**src/rtl/mc_ctrl_pkg.sv**
```systemverilog
// rtl/mc_ctrl_pkg.sv - state, opcode and datapath select encodings for the multicycle RV32I control FSM
package mc_ctrl_pkg;

    typedef enum logic [3:0] {
        S_RESET,
        S_FETCH,
        S_DECODE,
        S_MEMADR,
        S_MEMREAD,
        S_MEMWB,
        S_MEMWRITE,
        S_EXER,
        S_EXEI,
        S_ALUWB,
        S_BRANCH,
        S_JALRADR,
        S_JAL,
        S_LUI,
        S_AUIPC,
        S_TRAP
    } state_t;

    localparam logic [6:0] OP_LOAD   = 7'b0000011;
    localparam logic [6:0] OP_STORE  = 7'b0100011;
    localparam logic [6:0] OP_R      = 7'b0110011;
    localparam logic [6:0] OP_IMM    = 7'b0010011;
    localparam logic [6:0] OP_BRANCH = 7'b1100011;
    localparam logic [6:0] OP_JAL    = 7'b1101111;
    localparam logic [6:0] OP_JALR   = 7'b1100111;
    localparam logic [6:0] OP_LUI    = 7'b0110111;
    localparam logic [6:0] OP_AUIPC  = 7'b0010111;

    localparam logic [2:0] IMM_I = 3'b000;
    localparam logic [2:0] IMM_S = 3'b001;
    localparam logic [2:0] IMM_B = 3'b010;
    localparam logic [2:0] IMM_J = 3'b011;
    localparam logic [2:0] IMM_U = 3'b100;

    localparam logic [1:0] ALUA_PC    = 2'b00;
    localparam logic [1:0] ALUA_OLDPC = 2'b01;
    localparam logic [1:0] ALUA_RS1   = 2'b10;
    localparam logic [1:0] ALUA_ZERO  = 2'b11;

    localparam logic [1:0] ALUB_RS2  = 2'b00;
    localparam logic [1:0] ALUB_IMM  = 2'b01;
    localparam logic [1:0] ALUB_FOUR = 2'b10;

    localparam logic [1:0] ALUOP_ADD   = 2'b00;
    localparam logic [1:0] ALUOP_SUB   = 2'b01;
    localparam logic [1:0] ALUOP_FUNCT = 2'b10;

    localparam logic [1:0] RES_ALUOUT = 2'b00;
    localparam logic [1:0] RES_RDATA  = 2'b01;
    localparam logic [1:0] RES_ALU    = 2'b10;

    function automatic logic [2:0] imm_decode(input logic [6:0] op);
        case (op)
            OP_LOAD, OP_JALR, OP_IMM: imm_decode = IMM_I;
            OP_STORE:                 imm_decode = IMM_S;
            OP_BRANCH:                imm_decode = IMM_B;
            OP_JAL:                   imm_decode = IMM_J;
            OP_LUI, OP_AUIPC:         imm_decode = IMM_U;
            default:                  imm_decode = 3'b000;
        endcase
    endfunction

endpackage

```
**src/rtl/mem_watchdog.sv**
```systemverilog
// rtl/mem_watchdog.sv - counts unanswered memory wait cycles and flags a timeout; MEM_TIMEOUT=0 disables it
module mem_watchdog #(
    parameter int MEM_TIMEOUT = 16
) (
    input  logic clk,
    input  logic rst_n,
    input  logic active,
    input  logic mem_ready,
    output logic timeout
);

    generate
        if (MEM_TIMEOUT > 0) begin : g_wd
            localparam int CW = $clog2(MEM_TIMEOUT + 1);
            logic [CW-1:0] cnt;

            // The cycle that would be wait number MEM_TIMEOUT fires instead of counting on.
            assign timeout = active && !mem_ready && (cnt == CW'(MEM_TIMEOUT - 1));

            always_ff @(posedge clk or negedge rst_n) begin
                if (!rst_n) begin
                    cnt <= '0;
                end else if (!active || mem_ready || timeout) begin
                    cnt <= '0;
                end else begin
                    cnt <= cnt + CW'(1);
                end
            end
        end else begin : g_off
            assign timeout = 1'b0;
        end
    endgenerate

endmodule

```
**src/rtl/multicycle_main_fsm.sv**
```systemverilog
// rtl/multicycle_main_fsm.sv - multicycle RV32I control FSM with memory wait/timeout; ILLEGAL_TRAP_EN enables the illegal-opcode trap state
module multicycle_main_fsm
    import mc_ctrl_pkg::*;
#(
    parameter int IMM_SRC_W   = 3,
    parameter int MEM_TIMEOUT = 16
) (
    input  logic                 clk,
    input  logic                 rst_n,
    input  logic [6:0]           op,
    input  logic [2:0]           funct3,
    input  logic                 zero,
    input  logic                 mem_ready,
    output logic                 mem_req,
    output logic                 adr_src,
    output logic                 mem_write,
    output logic                 ir_write,
    output logic                 pc_write,
    output logic                 reg_write,
    output logic [1:0]           alu_src_a,
    output logic [1:0]           alu_src_b,
    output logic [1:0]           alu_op,
    output logic [1:0]           result_src,
    output logic [IMM_SRC_W-1:0] imm_src,
    output logic                 bus_error,
    output logic                 illegal_instr
);

    state_t state, state_next;
    logic   pc_update, branch, wd_active, timeout;
    logic   unused_funct3;

    assign unused_funct3 = ^funct3[2:1];

    assign wd_active = (state == S_FETCH) || (state == S_MEMREAD) || (state == S_MEMWRITE);

    mem_watchdog #(.MEM_TIMEOUT(MEM_TIMEOUT)) u_wd (
        .clk       (clk),
        .rst_n     (rst_n),
        .active    (wd_active),
        .mem_ready (mem_ready),
        .timeout   (timeout)
    );

    always_ff @(posedge clk or negedge rst_n) begin
        if (!rst_n) begin
            state <= S_RESET;
        end else begin
            state <= state_next;
        end
    end

    assign pc_write  = pc_update | (branch & (zero ^ funct3[0]));
    assign bus_error = timeout;

    always_comb begin
        state_next = state;
        mem_req    = 1'b0;
        adr_src    = 1'b0;
        mem_write  = 1'b0;
        ir_write   = 1'b0;
        pc_update  = 1'b0;
        branch     = 1'b0;
        reg_write  = 1'b0;
        alu_src_a  = ALUA_PC;
        alu_src_b  = ALUB_RS2;
        alu_op     = ALUOP_ADD;
        result_src = RES_ALUOUT;
        imm_src    = IMM_SRC_W'(imm_decode(op));
        case (state)
            S_RESET: begin
                imm_src    = '0;
                state_next = S_FETCH;
            end
            S_FETCH: begin
                mem_req    = 1'b1;
                alu_src_b  = ALUB_FOUR;
                result_src = RES_ALU;
                if (mem_ready) begin
                    ir_write   = 1'b1;
                    pc_update  = 1'b1;
                    state_next = S_DECODE;
                end
            end
            S_DECODE: begin
                alu_src_a = ALUA_OLDPC;
                alu_src_b = ALUB_IMM;
                case (op)
                    OP_LOAD, OP_STORE: state_next = S_MEMADR;
                    OP_R:              state_next = S_EXER;
                    OP_IMM:            state_next = S_EXEI;
                    OP_BRANCH:         state_next = S_BRANCH;
                    OP_JAL:            state_next = S_JAL;
                    OP_JALR:           state_next = S_JALRADR;
                    OP_LUI:            state_next = S_LUI;
                    OP_AUIPC:          state_next = S_AUIPC;
`ifdef ILLEGAL_TRAP_EN
                    default:           state_next = S_TRAP;
`else
                    default:           state_next = S_FETCH;
`endif
                endcase
            end
            S_MEMADR: begin
                alu_src_a  = ALUA_RS1;
                alu_src_b  = ALUB_IMM;
                state_next = op[5] ? S_MEMWRITE : S_MEMREAD;
            end
            S_MEMREAD: begin
                mem_req = 1'b1;
                adr_src = 1'b1;
                if (mem_ready)    state_next = S_MEMWB;
                else if (timeout) state_next = S_FETCH;
            end
            S_MEMWB: begin
                result_src = RES_RDATA;
                reg_write  = 1'b1;
                state_next = S_FETCH;
            end
            S_MEMWRITE: begin
                mem_req   = 1'b1;
                adr_src   = 1'b1;
                mem_write = 1'b1;
                if (mem_ready || timeout) state_next = S_FETCH;
            end
            S_EXER: begin
                alu_src_a  = ALUA_RS1;
                alu_op     = ALUOP_FUNCT;
                state_next = S_ALUWB;
            end
            S_EXEI: begin
                alu_src_a  = ALUA_RS1;
                alu_src_b  = ALUB_IMM;
                alu_op     = ALUOP_FUNCT;
                state_next = S_ALUWB;
            end
            S_ALUWB: begin
                reg_write  = 1'b1;
                state_next = S_FETCH;
            end
            S_BRANCH: begin
                alu_src_a  = ALUA_RS1;
                alu_op     = ALUOP_SUB;
                branch     = 1'b1;
                state_next = S_FETCH;
            end
            S_JALRADR: begin
                alu_src_a  = ALUA_RS1;
                alu_src_b  = ALUB_IMM;
                state_next = S_JAL;
            end
            // Jump target already sits in ALUOut; the ALU meanwhile forms the link value oldPC+4.
            S_JAL: begin
                alu_src_a  = ALUA_OLDPC;
                alu_src_b  = ALUB_FOUR;
                pc_update  = 1'b1;
                state_next = S_ALUWB;
            end
            S_LUI: begin
                alu_src_a  = ALUA_ZERO;
                alu_src_b  = ALUB_IMM;
                state_next = S_ALUWB;
            end
            S_AUIPC: begin
                alu_src_a  = ALUA_OLDPC;
                alu_src_b  = ALUB_IMM;
                state_next = S_ALUWB;
            end
            S_TRAP: begin
                imm_src    = '0;
                state_next = S_TRAP;
            end
            default: begin
                imm_src    = '0;
                state_next = S_RESET;
            end
        endcase
    end

`ifdef ILLEGAL_TRAP_EN
    assign illegal_instr = (state == S_TRAP);
`else
    assign illegal_instr = 1'b0;
`endif

endmodule

```
**config.mk**
```make
export PLATFORM = sky130hd
export DESIGN_NAME = multicycle_main_fsm
export DESIGN_NICKNAME = d
export VERILOG_FILES = /design/src/rtl/mc_ctrl_pkg.sv /design/src/rtl/mem_watchdog.sv /design/src/rtl/multicycle_main_fsm.sv
export SDC_FILE = /design/constraint.sdc
export NUM_CORES = 1
export LEC_CHECK = 0
export CORE_MARGIN = 3
export CORE_UTILIZATION = 40
export DETAILED_ROUTE_END_ITERATION = 7
export PLACE_DENSITY = 0.76
export RECOVER_POWER = 100
export REMOVE_ABC_BUFFERS = 1
export SLEW_MARGIN = 0
export SYNTH_ARGS = -nofsm -noshare
export SYNTH_HDL_FRONTEND = slang
export SYNTH_SLANG_ARGS = --single-unit
```
**constraint.sdc**
```tcl
create_clock -name clk -period 1.65 [get_ports clk]
set_input_delay 0.165 -clock clk [delete_from_list [all_inputs] [get_ports clk]]
set_output_delay 0.165 -clock clk [all_outputs]
set_load 0.1 [all_outputs]
```
==> impl_metrics.tcl, run 1 <==
set metrics [dict create \
    grt_pass1_vias 1174 \
    ant_nets 0 \
    synthesis.area_sq_um 915 \
    ys_ff_latch 9 \
    core_sq_mm 0.00206 \
    multi_input_comb_area_sq_um 882 \
    holdCritPathClass "input pin to async pin" \
    cts.clk_slew.worst_paths_ns 0.07 \
    globalRouteTotalUtil 0.270 \
    synth_edf_count 0 \
    clock-skew-final_ns 0.00131 \
    grt_max_degree 15 \
    clock_latency_ns 0.26 \
    synth_cells 124 \
    layout_setup_ws_ns -0.290 \
    cap_violations 0 \
    gr-total-overflow 0 \
    dieWidth_microns 53.8 \
    first_pass_iters 4 \
    postSynth.asyncResetShare 1.00 \
    clock_sinks 9 \
    yosys_warnings 0 \
    synth_area_per_cell_sq_um 7.38 \
    cts_root_buf "clkbuf_4" \
    ys_types 47 \
    final_cell_mix "32 x buf_4, 18 x buf_12, 12 x nor2_4" \
    vias 1358 \
    seq_area_sq_um 229 \
    period_minus_slack_ns 1.94 \
    reg2regPathDepth 5 \
    outcome "finished with violations" \
    violations "setup timing" \
    worstSetupStartpointType "flip-flop" \
    clockBufferDepth 2 \
    final_common_cell "buf_4" \
    arrival_ns 1.77 \
    setup_viol 23 \
    diodes 0 \
    ys_seq_area_frac 0.246 \
    htreeDepth 1 \
    cp_max_fo 6 \
    viasPerCell 6.35 \
    cts_tree "built" \
    wirelength_microns 4900 \
    place_ws_ns -0.240 \
    end_kind "output pin" \
    routedWlPerCell_microns 22.9 \
    drive_above_1_share 0.604 \
    fp.dieH_microns 53.8 \
    cts_buffers 3 \
    numPortBuffers 29 \
    finalMaxSlewViolations 0 \
    timing.fmax_ghz 0.516 \
    hold_violations 0 \
    die-area_sq_mm 0.00290 \
    regToRegEndpoint "u_wd.g_wd.cnt[4]" \
    gp_congestion 0.867 \
    dp_hpwl_microns 2500 \
    fill_cells 40 \
    critPathKind "flip-flop to output pin" \
    drc_errors 0 \
    antenna_found_initial 0 \
    reg2reg_from "u_wd.g_wd.cnt[0]" \
    pin_count 33 \
    synth_ff_type "dfrtp_1" \
    drt_iter0_drc 58 \
    final.period_utilization 1.18 \
    reg2reg_slack_ns -0.17 \
    cp_data_required_time_ns 1.48 \
    grt_pass1_wl_microns 5670 \
    start_util 0.444 \
    rows 16 \
    rsz0062_at_grt "yes" \
    final_nets 204 \
    areaGrowthSynthToFinish_pct 118 \
]
[layer usage]
metal / vias up / global-route usage / wire length [microns]
met1: 618 / 0.308 / 1620
met5: - / 0 / 0
met4: 0 / 0.0766 / 422
met2: 126 / 0.504 / 2400
li1: 563 / - / -
met3: 51 / 0.0471 / 453
[Yosys cell counts (all sizes together), types with 2 or more instances]
| cell type | count | area share |
|---|---|---|
| nand2b | 6 | 0.057 |
| inv | 7 | 0.029 |
| o21ai | 7 | 0.038 |
| xnor2 | 2 | 0.019 |
| nor4 | 3 | 0.027 |
| buf | 4 | 0.030 |
| a211oi | 2 | 0.016 |
| o22ai | 3 | 0.021 |
| clkbuf | 5 | 0.021 |
| nand3b | 2 | 0.016 |
| or2 | 2 | 0.014 |
| xor2 | 2 | 0.019 |
| ha | 2 | 0.027 |
| nor2b | 2 | 0.014 |
| nor2 | 23 | 0.097 |
| and2 | 2 | 0.014 |
| nand3 | 2 | 0.011 |
| dfrtp | 9 | 0.25 |
| or4 | 2 | 0.021 |
| a21oi | 7 | 0.038 |
| nor3 | 2 | 0.011 |
| nand2 | 10 | 0.044 |
[how the worst max path moves through the flow]
stage / slack (ns) / end / startpoint
after floorplan: -2.78 / alu_src_b[0] / state[1]
after global placement: -0.21 / imm_src[0] / op[3]
after detailed placement: -0.24 / imm_src[0] / op[3]
after CTS: -0.22 / imm_src[0] / state[3]
after global routing: -0.35 / pc_write / state[1]
final: -0.29 / pc_write / state[3]
[metrics by stage]
stage	TNS, ns	util	hold slack, ns	instance area [sq um]	instances
4_1_cts	-1.98	0.848	0.198	1750	207
5_1_grt	-4.43	0.965	0.283	1990	214
3_3_place_gp	-0.490	0.771	0.467	1590	200
6_report	-3.13	0.965	0.256	1990	214
2_1_floorplan	-18.16	-	-0.131	868	115
3_5_place_dp	-0.987	0.771	0.484	1590	200
[cell families (layout without fill, tap and decap cells)]
kind of cell | count (synthesis) | after routing | synth area share
other cells | 1 | 1 | 0.00410
buf+inv | 16 | 79 | 0.0793
simple gates | 60 | 60 | 0.365
mux | 1 | 1 | 0.0123
xor+xnor | 4 | 4 | 0.0383
fa+ha+maj | 2 | 2 | 0.0274
flops | 9 | 9 | 0.246
compound gates | 31 | 31 | 0.227
[worst max-delay path, cell delays in order, from the launching register on]
cell and delay (ns):
dfrtp_2 0.47, buf_6 0.14, or2_4 0.26, nor2_4 0.13
and2_4 0.17, o21bai_2 0.14, buf_12 0.20
[cell type report]
type / count / share of cell area
clock buffer: 3 / 0.0113
clock inverter: 1 / 0.00251
inverter: 7 / 0.0145
multi-input combinational: 99 / 0.443
sequential: 9 / 0.115
tap: 27 / 0.0170
timing repair buffer: 68 / 0.397
[what timing repair did]
item / 4_1_cts / 5_1_grt
gates resized for setup: 31 / 47
setup endpoints to repair: 24 / 26
buffers inserted: 3 / 7
hold buffers: 0 / 0
gates cloned: 0 / 0
pin swaps: 11 / 11
[sequential cells by signal, indices dropped and copies added, names as in the netlist]
| name | count |
|---|---|
| u_wd.g_wd.cnt | 5 |
| state | 4 |
Power of run 1 is left out: the tool's default activity adds up to more than one toggle a clock period on the data nets, which glitch-free logic cannot reach.
==> inputs of run 2 (changes only) <==
--- a/config.mk
+++ b/config.mk
@@ -8,6 +8,7 @@
 export CORE_MARGIN = 3
 export CORE_UTILIZATION = 40
 export DETAILED_ROUTE_END_ITERATION = 7
+export GPL_ROUTABILITY_DRIVEN = 0
 export PLACE_DENSITY = 0.76
 export RECOVER_POWER = 100
 export REMOVE_ABC_BUFFERS = 1
==> results of run 2 <==
No change in the layout: final DEF, timing and power equal those of run 1.
Power of run 2 is left out for the same reason.
